==> config.mk <==
export PLATFORM = sky130hd
export DESIGN_NAME = edit_mem_buf_free_list
export DESIGN_NICKNAME = d
export VERILOG_FILES = /design/src/rtl/edit_mem_buf_free_list_pkg.sv /design/src/rtl/edit_mem_free_prefetch.sv /design/src/rtl/ram_1r1w_ultra.sv /design/src/rtl/edit_mem_buf_free_list.sv
export SDC_FILE = /design/constraint.sdc
export NUM_CORES = 1
export LEC_CHECK = 0
export BUFFER_PORTS_ARGS = -buffer_cell sky130_fd_sc_hd__buf_2
export CORE_UTILIZATION = 35
export DETAILED_ROUTE_END_ITERATION = 10
export PLACE_DENSITY = 0.56
export SLEW_MARGIN = 20
export SYNTH_ARGS = -nofsm -noshare
export SYNTH_HDL_FRONTEND = slang
export SYNTH_SLANG_ARGS = --single-unit
==> constraint.sdc <==
create_clock -name clk -period 6.8 [get_ports clk]
set_input_delay 0.34 -clock clk [delete_from_list [all_inputs] [get_ports clk]]
set_output_delay 0.34 -clock clk [all_outputs]
set_load 0.02 [all_outputs]
==> src/rtl/edit_mem_buf_free_list_pkg.sv <==
// Shared definitions for the edit-memory buffer free list.
// EM_FREE_LIST_DUP_CHECK_EN adds the duplicate-release error bit.
`ifndef EM_BUF_PTR_NBITS
`define EM_BUF_PTR_NBITS 3
`endif

package edit_mem_buf_free_list_pkg;

   localparam int EM_BUF_PTR_NBITS = `EM_BUF_PTR_NBITS;

   typedef enum logic {
      INIT  = 1'b0,
      READY = 1'b1
   } fl_state_e;

   localparam int ERR_OVERFLOW_BIT  = 0;
   localparam int ERR_UNDERFLOW_BIT = 1;
`ifdef EM_FREE_LIST_DUP_CHECK_EN
   localparam int ERR_DUP_REL_BIT   = 2;
   localparam int ERR_NBITS         = 3;
`else
   localparam int ERR_NBITS         = 2;
`endif

endpackage

==> src/rtl/edit_mem_free_prefetch.sv <==
// Two-entry show-ahead queue in front of the free-list RAM. A read that has
// been issued but not yet returned reserves a slot, so the queue never overfills.
module edit_mem_free_prefetch #(
   parameter int PTR_NBITS = 3
) (
   input  logic                 clk,
   input  logic                 rstn,
   input  logic                 ram_avail,
   input  logic                 pop,
   input  logic [PTR_NBITS-1:0] rd_data,
   output logic                 rd_issue,
   output logic                 valid,
   output logic [PTR_NBITS-1:0] ptr,
   output logic [1:0]           occupancy
);

   logic [PTR_NBITS-1:0] q0, q1, q0_nxt, q1_nxt;
   logic [1:0]           q_count, q_count_nxt, cnt_after_pop;
   logic                 in_flight;

   // NOTE: every always_comb output gets a default first, so no latch is inferred.
   always_comb begin
      q0_nxt        = q0;
      q1_nxt        = q1;
      cnt_after_pop = q_count - {1'b0, pop};
      if (pop) begin
         q0_nxt = q1;
      end
      if (in_flight) begin
         if (cnt_after_pop == 2'd0) begin
            q0_nxt = rd_data;
         end else begin
            q1_nxt = rd_data;
         end
      end
      q_count_nxt = cnt_after_pop + {1'b0, in_flight};
      // Counting the slot freed by this cycle's pop keeps one pop per cycle sustainable.
      rd_issue    = ram_avail && (q_count_nxt < 2'd2);
   end

   always_ff @(posedge clk or negedge rstn) begin
      if (!rstn) begin
         q0        <= '0;
         q1        <= '0;
         q_count   <= '0;
         in_flight <= 1'b0;
      end else begin
         q0        <= q0_nxt;
         q1        <= q1_nxt;
         q_count   <= q_count_nxt;
         in_flight <= rd_issue;
      end
   end

   assign valid     = (q_count != 2'd0);
   assign ptr       = q0;
   assign occupancy = q_count + {1'b0, in_flight};

endmodule

==> src/rtl/ram_1r1w_ultra.sv <==
// Simple dual-port RAM: one write port, one registered read port.
// A read of the address being written in the same cycle returns the new data.
module ram_1r1w_ultra #(
   parameter int DATA_NBITS = 8,
   parameter int ADDR_NBITS = 3,
   parameter int DEPTH      = 1 << ADDR_NBITS
) (
   input  logic                  clk,
   input  logic                  we,
   input  logic [ADDR_NBITS-1:0] waddr,
   input  logic [DATA_NBITS-1:0] wdata,
   input  logic                  re,
   input  logic [ADDR_NBITS-1:0] raddr,
   output logic [DATA_NBITS-1:0] rdata
);

   logic [DATA_NBITS-1:0] mem [DEPTH];

   // NOTE: non-blocking assignments so every flop samples pre-edge values.
   // NOTE: the array has no reset; every entry is written before it is read.
   always_ff @(posedge clk) begin
      if (we) begin
         mem[waddr] <= wdata;
      end
      if (re) begin
         rdata <= (we && (waddr == raddr)) ? wdata : mem[raddr];
      end
   end

endmodule

==> src/rtl/edit_mem_buf_free_list.sv <==
// Free list of edit-memory buffer pointers: RAM-backed circular FIFO with a
// show-ahead prefetch queue. EM_FREE_LIST_DUP_CHECK_EN adds an in-use bitmap.
module edit_mem_buf_free_list
   import edit_mem_buf_free_list_pkg::*;
#(
   parameter int BPTR_NBITS = EM_BUF_PTR_NBITS,
   parameter int NUM_BUFS   = 1 << BPTR_NBITS,
   parameter int CNT_NBITS  = BPTR_NBITS + 1
) (
   input  logic                  clk,
   input  logic                  rstn,
   input  logic                  rel_buf_valid,
   input  logic [BPTR_NBITS-1:0] rel_buf_ptr,
   input  logic                  alloc_rd,
   output logic                  alloc_valid,
   output logic [BPTR_NBITS-1:0] alloc_ptr,
   output logic                  init_read_count_valid,
   output logic [BPTR_NBITS-1:0] init_read_count_ptr,
   output logic [CNT_NBITS-1:0]  free_count,
   output logic                  init_done,
   output logic                  err_overflow,
   output logic                  err_underflow
`ifdef EM_FREE_LIST_DUP_CHECK_EN
   ,
   output logic                  err_dup_rel
`endif
);

   localparam logic [BPTR_NBITS-1:0] LAST_PTR = BPTR_NBITS'(NUM_BUFS - 1);
   localparam logic [CNT_NBITS-1:0]  FULL_CNT = CNT_NBITS'(NUM_BUFS);

   fl_state_e             state, state_nxt;
   logic [BPTR_NBITS-1:0] head, tail;
   logic [ERR_NBITS-1:0]  err, err_set;
   logic                  pop, rel_accept, init_last;
   logic                  ram_we, ram_avail, rd_issue;
   logic [BPTR_NBITS-1:0] ram_wdata, rd_data;
   logic [1:0]            pf_occupancy;
`ifdef EM_FREE_LIST_DUP_CHECK_EN
   logic [NUM_BUFS-1:0]   in_use;
`endif

   always_ff @(posedge clk or negedge rstn) begin
      if (!rstn) begin
         state <= INIT;
      end else begin
         state <= state_nxt;
      end
   end

   always_comb begin
      state_nxt  = state;
      ram_we     = 1'b0;
      ram_wdata  = tail;
      rel_accept = 1'b0;
      init_last  = 1'b0;
      err_set    = '0;
      pop        = alloc_rd && alloc_valid;
      err_set[ERR_UNDERFLOW_BIT] = alloc_rd && !alloc_valid;
      case (state)
         INIT: begin
            // Fill phase: tail doubles as the pointer value written to RAM[tail].
            ram_we = 1'b1;
            err_set[ERR_OVERFLOW_BIT] = rel_buf_valid;
            if (tail == LAST_PTR) begin
               init_last = 1'b1;
               state_nxt = READY;
            end
         end
         READY: begin
            if (rel_buf_valid) begin
               if (free_count == FULL_CNT) begin
                  err_set[ERR_OVERFLOW_BIT] = 1'b1;
`ifdef EM_FREE_LIST_DUP_CHECK_EN
               end else if (!in_use[rel_buf_ptr]) begin
                  err_set[ERR_DUP_REL_BIT] = 1'b1;
`endif
               end else begin
                  rel_accept = 1'b1;
               end
            end
            ram_we    = rel_accept;
            ram_wdata = rel_buf_ptr;
         end
      endcase
   end

   // Entries still in RAM = all free pointers minus those queued or in flight.
   assign ram_avail = (state == READY) && (free_count > CNT_NBITS'(pf_occupancy));

   always_ff @(posedge clk or negedge rstn) begin
      if (!rstn) begin
         head                  <= '0;
         tail                  <= '0;
         free_count            <= '0;
         init_done             <= 1'b0;
         err                   <= '0;
         init_read_count_valid <= 1'b0;
         init_read_count_ptr   <= '0;
      end else begin
         err                   <= err | err_set;
         init_read_count_valid <= pop;
         if (pop) begin
            init_read_count_ptr <= alloc_ptr;
         end
         if (ram_we) begin
            tail <= (tail == LAST_PTR) ? '0 : tail + 1'b1;
         end
         if (rd_issue) begin
            head <= (head == LAST_PTR) ? '0 : head + 1'b1;
         end
         if (init_last) begin
            free_count <= FULL_CNT;
            init_done  <= 1'b1;
         end else begin
            free_count <= free_count + CNT_NBITS'(rel_accept) - CNT_NBITS'(pop);
         end
      end
   end

`ifdef EM_FREE_LIST_DUP_CHECK_EN
   always_ff @(posedge clk or negedge rstn) begin
      if (!rstn) begin
         in_use <= '0;
      end else begin
         if (pop) begin
            in_use[alloc_ptr] <= 1'b1;
         end
         if (rel_accept) begin
            in_use[rel_buf_ptr] <= 1'b0;
         end
      end
   end

   assign err_dup_rel = err[ERR_DUP_REL_BIT];
`endif

   assign err_overflow  = err[ERR_OVERFLOW_BIT];
   assign err_underflow = err[ERR_UNDERFLOW_BIT];

   ram_1r1w_ultra #(
      .DATA_NBITS (BPTR_NBITS),
      .ADDR_NBITS (BPTR_NBITS),
      .DEPTH      (NUM_BUFS)
   ) u_ram (
      .clk   (clk),
      .we    (ram_we),
      .waddr (tail),
      .wdata (ram_wdata),
      .re    (rd_issue),
      .raddr (head),
      .rdata (rd_data)
   );

   edit_mem_free_prefetch #(
      .PTR_NBITS (BPTR_NBITS)
   ) u_prefetch (
      .clk       (clk),
      .rstn      (rstn),
      .ram_avail (ram_avail),
      .pop       (pop),
      .rd_data   (rd_data),
      .rd_issue  (rd_issue),
      .valid     (alloc_valid),
      .ptr       (alloc_ptr),
      .occupancy (pf_occupancy)
   );

endmodule

-- Yosys cells after proc, flatten, opt, wreduce, memory -nomap -nowiden
Memory sizes are Yosys's and may differ from the RTL's. A register that Yosys moved wholly into a read port is not among the register bits.
Index checks and enable logic that the tools add are counted.
- register bits after elaboration: 27
- bits in writable memories: 24
- output and inout port bits: 15
- memories: 1
- memory list (name ; words ; bits a word ; rd ports ; clocked after memory_dff ; write ports ; RTL line ; text):
    u_ram.mem ; 8 ; 3 ; 1 ; 1 ; 1 ; ram_1r1w_ultra.sv:17 ; logic [DATA_NBITS-1:0] mem [DEPTH];
- add/sub/neg operators: 7
- magnitude comparators: 2
- equality and inequality tests: 3
- muxes and demuxes: 19
- bitwise logic cells: 3
- reduce and logical (&&, ||, !) cells: 8
- operators with widths (kind ; count):
    two-way mux 3 bit ; 6
    two-way mux 1 bit ; 10
    adder 3 x 1 -> 3 bit, second input constant ; 2
    == test 3 bit, second input constant ; 2
    adder 2 x 1 -> 2 bit ; 2
    adder 4 x 1 -> 4 bit ; 1
    == test 4 bit, second input constant ; 1
    greater-than comparator 4 x 2 -> 1 bit ; 1
    logical AND 1 bit ; 4
    two-way mux 4 bit ; 1
    case mux 1 bit (2 select lines) ; 2
    subtractor 4 x 1 -> 4 bit ; 1
    zero test 2 bit ; 1
    < comparator 2 bit, second input constant ; 1
    inverter 1 bit ; 2
    OR 2 bit ; 1
    AND reduction 2 bit ; 1
    nonzero test 2 bit ; 1
    subtractor 2 x 1 -> 2 bit ; 1
    zero test 1 bit ; 1

-- Longest topological paths before layout
Gate-level depths: netlist (run 1).
- depth in word-level cells: 7
- gate-level depth with buffers: 11
- gate-level depth less buffers: 11

-- Modules after synthesis
Synthesis (run 1) repeated with hierarchy kept, for this count alone.
- cells, all modules: 169
- area total of the unflattened synthesis: 2544.9 µm²
- by module, submodules not included (module ; times used ; cells each ; area an instance (µm²) ; sequential area each (µm²)):
    ram_1r1w_ultra ; 1 ; 58 ; 1142.3 ; 810.8
    edit_mem_buf_free_list ; 1 ; 81 ; 969.7 ; 450.4
    edit_mem_free_prefetch ; 1 ; 30 ; 432.9 ; 225.2

-- Worst setup path before layout (run 1)
OpenSTA, ideal clock, no wires.
- path kind: reg-to-reg
- start point: register u_prefetch.q_count[1]
- end point: register head[0]
- library setup time: 0.125 ns
- arrival time: 2.425 ns
- path slack: 4.250 ns
- stages on the path, launching flop included: 11
- clock period less this slack: 2.550 ns
- cell sequence: dfrtp_1 nor2_1 inv_1 nand2_1 inv_1 ha_1 inv_1 ha_1 xnor2_1 a211oi_2 mux2_2
- longest elaborated chain between the ends: 6
- RTL lines (item ; RTL line ; text):
    from (decl) ; edit_mem_free_prefetch.sv:18 ; logic [1:0] q_count, q_count_nxt, cnt_after_pop;
    from (signal assigned) ; edit_mem_free_prefetch.sv:50 ; q_count <= q_count_nxt;
    nonzero test 2 bit ; edit_mem_free_prefetch.sv:55 ; assign valid = (q_count != 2'd0);
    via alloc_valid ; edit_mem_buf_free_list.sv:15 ; output logic alloc_valid,
    logical AND 1 bit ; edit_mem_buf_free_list.sv:58 ; pop = alloc_rd && alloc_valid;
    via pop ; edit_mem_buf_free_list.sv:35 ; logic pop, rel_accept, init_last;
    subtractor 2 x 1 -> 2 bit ; edit_mem_free_prefetch.sv:25 ; cnt_after_pop = q_count - {1'b0, pop};
    adder 2 x 1 -> 2 bit ; edit_mem_free_prefetch.sv:36 ; q_count_nxt = cnt_after_pop + {1'b0, in_flight};
    via u_prefetch.q_count_nxt[1] ; edit_mem_free_prefetch.sv:18 ;
    < comparator 2 bit ; edit_mem_free_prefetch.sv:38 ; rd_issue = ram_avail && (q_count_nxt < 2'd2);
    logical AND 1 bit ; edit_mem_free_prefetch.sv:38 ;
    via rd_issue ; edit_mem_buf_free_list.sv:36 ; logic ram_we, ram_avail, rd_issue;
    to (signal assigned) ; edit_mem_buf_free_list.sv:110 ; head <= (head == LAST_PTR) ? '0 : head + 1'b1;
    to (decl) ; edit_mem_buf_free_list.sv:33 ; logic [BPTR_NBITS-1:0] head, tail;
The timed path passes the listed nets, and every way through them passes these cells.
A chain may end at the register's enable or synchronous reset.

-- Worst setup path in the final report (run 1)
- start point: register u_prefetch.q_count[1]
- end point: register head[2]
- longest elaborated chain between the ends: 6
- RTL lines (item ; RTL line):
    nonzero test 2 bit ; edit_mem_free_prefetch.sv:55
    logical AND 1 bit ; edit_mem_buf_free_list.sv:58
    via pop ; edit_mem_buf_free_list.sv:35
    subtractor 2 x 1 -> 2 bit ; edit_mem_free_prefetch.sv:25
    adder 2 x 1 -> 2 bit ; edit_mem_free_prefetch.sv:36
    via u_prefetch.q_count_nxt[1] ; edit_mem_free_prefetch.sv:18
    < comparator 2 bit ; edit_mem_free_prefetch.sv:38
    logical AND 1 bit ; edit_mem_free_prefetch.sv:38
    via rd_issue ; edit_mem_buf_free_list.sv:36
The timed path passes the listed nets, and every way through them passes these cells.

==> results of run 1 <==
==> cell type report <==
cell class / instances / area share, %
multi-input combinational: 99 / 34.1
sequential: 54 / 52.7
clock buffer: 6 / 2.57
timing repair buffer: 21 / 3.73
tap: 96 / 4.26
clock inverter: 2 / 1.20
inverter: 11 / 1.46
==> routing by layer <==
layer	routed length (um)	part of all wire [%]
met5	0	0
met4	36	0.91
met3	123	3.1
met2	1940	49
met1	1860	47
==> through the flow <==
step,utilization (%),cells
global route,41.1,289
detailed placement,39.5,281
floorplan,-,169
global placement,39.5,281
finish,41.1,289
CTS,41.1,289
==> power groups by stage <==
stage          registers [uW]  logic [uW]  clock network, uW
3_3_place_gp              574         575                  0
6_report                  565         574                207
3_5_place_dp              575         586                  0
5_1_grt                   584         654                229
4_1_cts                   569         588                215
2_1_floorplan             566         465                  0
==> registers in the layout, indices dropped and copies added (netlist names) <==
| register | flops |
|---|---|
| u_ram.mem | 24 |
| free_count | 4 |
| head | 3 |
| init_read_count_ptr | 3 |
| tail | 3 |
| u_prefetch.ptr | 3 |
| u_prefetch.q1 | 3 |
| u_ram.rdata | 3 |
| err | 2 |
| u_prefetch.q_count | 2 |
| init_done | 1 |
| init_read_count_valid | 1 |
| state | 1 |
| u_prefetch.in_flight | 1 |
==> cells by family after synthesis <==
family / share of synthesized area, %
AO/OA/AOI/OAI: 3.08
XOR/XNOR: 3.08
adder cells (fa/ha/maj): 8.24
buffers and inverters: 2.83
flip-flops: 59.0
multiplexers: 17.3
AND/OR/NAND/NOR: 6.50
==> worst min-delay path by stage <==
stage                               end  slack (ns)  depth (start not counted)
after floorplan                  err[0]        0.04                          0
after global placement    free_count[1]        0.40                          1
after detailed placement  free_count[0]        0.40                          1
after CTS                        err[0]        0.06                          1
after global routing      free_count[0]        0.08                          1
final                     free_count[0]        0.05                          1
==> cells in the final DEF (no fill, tap or decap), drive strengths merged, types with 2 or more instances in the layout <==
cell	instances
a21o	3
a21oi	5
and2	3
buf	21
clkbuf	6
dfrtp	27
edfxtp	27
ha	15
inv	11
mux2	21
mux2i	3
mux4	6
nand2	6
nand2b	5
nand3	3
nor2	12
nor3	2
xnor2	7
==> metrics.md, run 1 <==
| Metric | Value |
|---|---|
| Tmin final | 2.76 ns |
| Kind of critical path | reg -> reg |
| Total power | 1350 uW |
| Grt ovf | 0 |
| Total setup buffers inserted after CTS | 0 |
| RSZ-0062 raised after global routing | false |
| Clk slew on worst S/H paths | 0.09 ns |
| Vias per cell | approximately 4.6 |
| Combinational share of power | around 43% |
| DRC violations left | 0 |
| Crit end category | flop |
| Routed Antenna Nets | 0 |
| Total track usage | approximately an eighth |
| # fillers | between 600 and 700 |
| Chip width | a little under 90 um |
| Mapped Area | 2520 um^2 |
| Core area | roughly 6900 um^2 |
| M3 GR Usage | 2.84% |
| Synthesized flop and latch total | 54 |
| GRT met1 Usage | 14.8% |
| Worst hold path type | in -> async |
| Lkg Pwr | 0.00117 uW |
| FP Rows | 30 |
| Seq pwr share | 42.0% |
| Layout Nets | 215 |
| Relative slew slack | 59.3% |
| Fin worst setup slack | 4.04 ns |
| Post-synth EDFFs | 27 |
| Cell family with most CP delay | adder cells |
| Area leader, netlist | edfxtp_1 |
| Critical path's slowest cell | a211oi_2 |
| R2R Path End | head[2] |
| DR pass1 iterations | 4 |
| Area Overhead vs Synth | 12.0% |
| Setup TNS | 0 ns |
| CTS Hold Bufs | 0 |
| Crit start category | flop |
| Mean Syn Cell Area | 14.9 um^2 |
| Busiest grt layer | met2 |
| FF+latch area | around 1500 um^2 |
| Crit-path cells | nor2_1, inv_1, nand2_1, inv_1, ha_1, inv_1, ha_1, xnor2_1, a211oi_2, mux2_2 |
| Switch share | 34.8% |
| Int Pwr | between 800 and 900 uW |
| Netlist cell types | 29 |
| Share of layout cells above drive strength 1 | 26.9% |
| Critical path data required time | 6.98 ns |
| YS warnings | 0 |
| Initial core utilization | 36.7% |
| Fmax | 0.362 GHz |
| Maxcap violations | 0 |
| CTS tree | done |
| Slew @ Worst Pin | around 0.61 ns |
| Pin count of the biggest net entering global routing | 28 |
| CTS Sinks | 54 |
| Post-cts sizing count | 0 |
| CP Depth | 10 |
| I/O Pins | 22 |
| Commonest cells post-synth | 27 x dfrtp_1, 27 x edfxtp_1, 18 x mux2_2 |
| Critical path arrival | ~3.0 ns |
| Final Max Tran Viols | 0 |
| Final period util | 40.6% |
| Clk_skew | approximately 0.0082 ns |
| Die height | 86.9 um |
| Power per cell area | approximately 480 nW/um^2 |
| Number of buffers on the longest clock path | 2 |
| H-Tree Depth | 2 |
| Clock share of power | between 10% and 20% |
| Fin area | approximately 2800 um^2 |
| Seq/Total Area, Yosys | 59.0% |
| Area of the multi-input gates | roughly 960 um^2 |
| Buf+Inv Stages, Crit Path | 3 |
| Clock root buffer | clkbuf_8 |
| Crit-path max FO | 7 |
| Final Hold Vio Count | 0 |
| Routability congestion estimate | 0.682 |
| WL/cell | 13.7 um |
| Detailed Route Iter0 Violations | 8 |
| First-pass GRT wire length | roughly 6700 um |
| Num CTS Buffers | 5 |
| CP max stage delay | roughly 0.45 ns |
| Most used cell, CP | inv_1 |
| GR Layer Usage met2 | 19.8% |
| Synthesized net count | 192 |
| Share of the synthesized area in the top cell type | ~32% |
| Initial antenna violation count | 0 |
| Vias in the first global route | about 1400 |
| R2R setup slack | 4.04 ns |
| Clock Latency Late Sink | 0.30 ns |
| HPWL after DPL | 2840 um |
| Fraction of registers with async set or reset after synthesis | about half |
| Syn Inst Count | roughly 170 |
| Die area | approximately 7500 um^2 |
| Total Wirelength | just under 4000 um |
| Outcome | finished clean |
| Hold slack | 0.0472 ns |
| Reg2reg path depth | 10 |
| Crit path to | head[2] |
| Switch Pwr | 468 uW |
| CP Launch Point | u_prefetch.q_count[1] |
| Final setup viols | 0 |
| Most area-consuming cells after synthesis | edfxtp_1 32%, dfrtp_1 27%, mux2_2 8.0% |
| Vias | about 1300 |
| Main synth FF type | edfxtp_1 |
| Reg2reg start | u_prefetch.q_count[1] |
| Post-DP Area | 2720 um^2 |
| Diodes inserted | 0 |
| # port buffers | 21 |
| Worst VDD drop | 161 uV |
| Setup Slack @ Placement | 4.03 ns |
Note: power is estimated with default switching activity, not from simulation.
==> inputs of run 2 (changes only) <==
--- a/config.mk
+++ b/config.mk
@@ -8,7 +8,7 @@
 export BUFFER_PORTS_ARGS = -buffer_cell sky130_fd_sc_hd__buf_2
 export CORE_UTILIZATION = 35
 export DETAILED_ROUTE_END_ITERATION = 10
-export PLACE_DENSITY = 0.56
+export PLACE_DENSITY = 0.57
 export SLEW_MARGIN = 20
 export SYNTH_ARGS = -nofsm -noshare
 export SYNTH_HDL_FRONTEND = slang
==> constraint.sdc (replaced) <==
create_clock -name clk -period 2.22 [get_ports clk]
set_input_delay 0.111 -clock clk [delete_from_list [all_inputs] [get_ports clk]]
set_output_delay 0.111 -clock clk [all_outputs]
set_load 0.02 [all_outputs]
==> metrics.md, run 2 (synthesized netlist as in run 1, its figures left out) <==
| Metric | Value |
|---|---|
| Fin worst setup slack | 0.0154 ns (-4.02 ns) |
| Largest regs | u_ram.mem (24), free_count (4) |
| # fillers | 626 (-2.5%) |
| Critical path's slowest cell | dfrtp_2 |
| R2R setup slack | 0.02 ns (-4.02 ns) |
| Post-DP Area | 2850 um^2 (+5.1%) |
| Die height | 86.9 um (unchanged) |
| Fin area | 3050 um^2 (+7.9%) |
| Setup TNS | 0 ns (unchanged) |
| Setup Slack @ Placement | -0.0174 ns (-4.05 ns) |
| Total track usage | 12.1% (+0.29 points) |
| Pin count of the biggest net entering global routing | 28 (unchanged) |
| Tmin final | 2.20 ns (-0.557 ns) |
| HPWL after DPL | 2910 um (+2.6%) |
| Hold_sp | alloc_rd |
| Top reg by flops | u_ram.mem |
| CTS Sinks | 54 (unchanged) |
| Fmax | 0.454 GHz (+25%) |
| Area of the multi-input gates | 1070 um^2 (+11%) |
| Maxcap violations | 0 (unchanged) |
| Num CTS Buffers | 5 (unchanged) |
| Util after Layout | 44.3% (+3.3 points) |
| Total Wirelength | 4050 um (+2.3%) |
| Vias in the first global route | 1444 (+3.7%) |
| Slew @ Worst Pin | 0.603 ns (-0.00821 ns) |
| Seq pwr share | 36.4% (-5.6 points) |
| DRC violations left | 0 (unchanged) |
| Reg2reg path depth | 10 (unchanged) |
| Clock Latency Late Sink | 0.31 ns (about the same) |
| Core area | 6870 um^2 (unchanged) |
| # port buffers | 21 (unchanged) |
| Hold endpoint | err[1] |
| Power per cell area | 1560 nW/um^2 (+230%) |
| Final Hold Vio Count | 0 (unchanged) |
| Routability congestion estimate | 0.716 (+4.9%) |
| Kind of critical path | reg -> reg |
| Crit end category | flop |
| Switch Pwr | 1640 uW (+250%) |
| H-Tree Depth | 2 (unchanged) |
| Outcome | finished clean |
| Worst hold path type | in -> reg |
| CP Launch Point | free_count[2] |
| RSZ-0062 raised after global routing | true |
| Combinational share of power | 49.0% (+6.3 points) |
| Clk slew on worst S/H paths | 0.08 ns (about the same) |
| Worst VDD drop | 512 uV (+220%) |
| Crit start category | flop |
| Vias per cell | 4.57 (-0.85%) |
| Reg2reg start | free_count[2] |
| Lkg Pwr | 0.00126 uW (+7.4%) |
| Max reg flops | 24 (unchanged) |
| Final Max Tran Viols | 0 (unchanged) |
| Chip width | 86.9 um (unchanged) |
| R2R Path End | free_count[2] |
| Final setup viols | 0 (unchanged) |
| CP max stage delay | 0.42 ns (-0.03 ns) |
| Critical path arrival | 2.39 ns (-0.56 ns) |
| Final period util | 99.3% (+59 points) |
| Clk_skew | 0.0193 ns (+0.0111 ns) |
| Int Pwr | 3100 uW (+250%) |
| Hold slack | 0.0629 ns (+0.0157 ns) |
| Share of layout cells above drive strength 1 | 41.2% (+14 points) |
| I/O Pins | 22 (unchanged) |
| Relative slew slack | 59.8% (+0.55 points) |
| DR pass1 iterations | 4 (unchanged) |
| FF+latch area | 1490 um^2 (about the same) |
| Crit-path max FO | 3 (-4) |
| WL/cell | 13.5 um (-1.4%) |
| Diodes inserted | 0 (unchanged) |
| Initial antenna violation count | 0 (unchanged) |
| Die area | 7540 um^2 (unchanged) |
| CTS tree | done |
| Number of buffers on the longest clock path | 2 (unchanged) |
| Critical path data required time | 2.40 ns (-4.58 ns) |
| Crit-path cells | inv_2, ha_1, or3b_4, nand3_2, ha_4, inv_2, ha_4, fa_2, xor2_1, and2_1 |
| Clock share of power | 14.5% (-0.8 points) |
| Hold path depth | 2 |
| Switch share | 34.6% (-0.11 points) |
| FP Rows | 30 (unchanged) |
| Most common cell after layout, fill and taps aside | edfxtp_1 |
| Initial core utilization | 36.7% (unchanged) |
| First-pass GRT wire length | 6840 um (+2.0%) |
| Routed Antenna Nets | 0 (unchanged) |
| Clock root buffer | clkbuf_8 |
| Grt ovf | 0 (unchanged) |
| Commonest cells after routing, fill and taps aside | 27 x edfxtp_1, 26 x dfrtp_1, 21 x buf_2 |
| Detailed Route Iter0 Violations | 39 (+31) |
| Vias | 1371 (+2.9%) |
| Layout Nets | 226 (+5.1%) |
| Area Overhead vs Synth | 20.9% |
run 2: power groups by stage:
stage	Sequential [uW]	Clock (uW)	Combinational, uW
after floorplan	1740	0	1630
after global placement	1750	0	2210
after detailed placement	1750	0	2240
after CTS	1730	714	2270
after global routing	1790	749	2580
final	1730	690	2330
run 2: worst max path at each step:
stage | endpoint | slack (ns) | cells after the start
5_1_grt | free_count[3] | -0.07 | 11
6_report | free_count[2] | 0.02 | 10
2_1_floorplan | head[1] | 0.004 | 10
4_1_cts | free_count[1] | 0.0007 | 9
3_3_place_gp | free_count[2] | 0.06 | 10
3_5_place_dp | free_count[2] | -0.02 | 10
run 2: what timing repair did:
| action | in CTS | in global routing |
|---|---|---|
| setup endpoints to repair | 2 | 3 |
| buffers inserted | 0 | 2 |
| hold buffers | 1 | 0 |
| resized for setup | 2 | 10 |
| endpoints found under the hold margin | 27 | 0 |
| pin swaps | 0 | 6 |
run 2: final cells by class:
cell class	instances	area share, %
repair buffers	32	6.66
inverters	11	1.44
well taps	96	3.94
multi-input cells	99	35.1
clock inverters	2	1.27
flip-flops and latches	54	48.8
clock buffers	6	2.71
run 2: through the flow:
step / cells / total power (uW)
after global routing: 300 / 5120
after floorplan: 169 / 3380
after CTS: 298 / 4710
after detailed placement: 289 / 3990
final: 300 / 4750
after global placement: 289 / 3950
run 2: worst max-delay path: cells and delay by family (launching register included):
family,cells,cell delay (ns)
buffers and inverters,2,0.11
adder cells (fa/ha/maj),4,0.78
AND/OR/NAND/NOR,3,0.64
XOR/XNOR,1,0.14
flip-flops,1,0.42
run 2: routing by layer:
layer / up-vias / global-route usage, % / wire length, um
met5: - / 0 / 0
met4: 0 / 4.09 / 19
met3: 2 / 2.84 / 101
met2: 17 / 20.5 / 1940
met1: 678 / 15.4 / 1990
li1: 674 / - / -
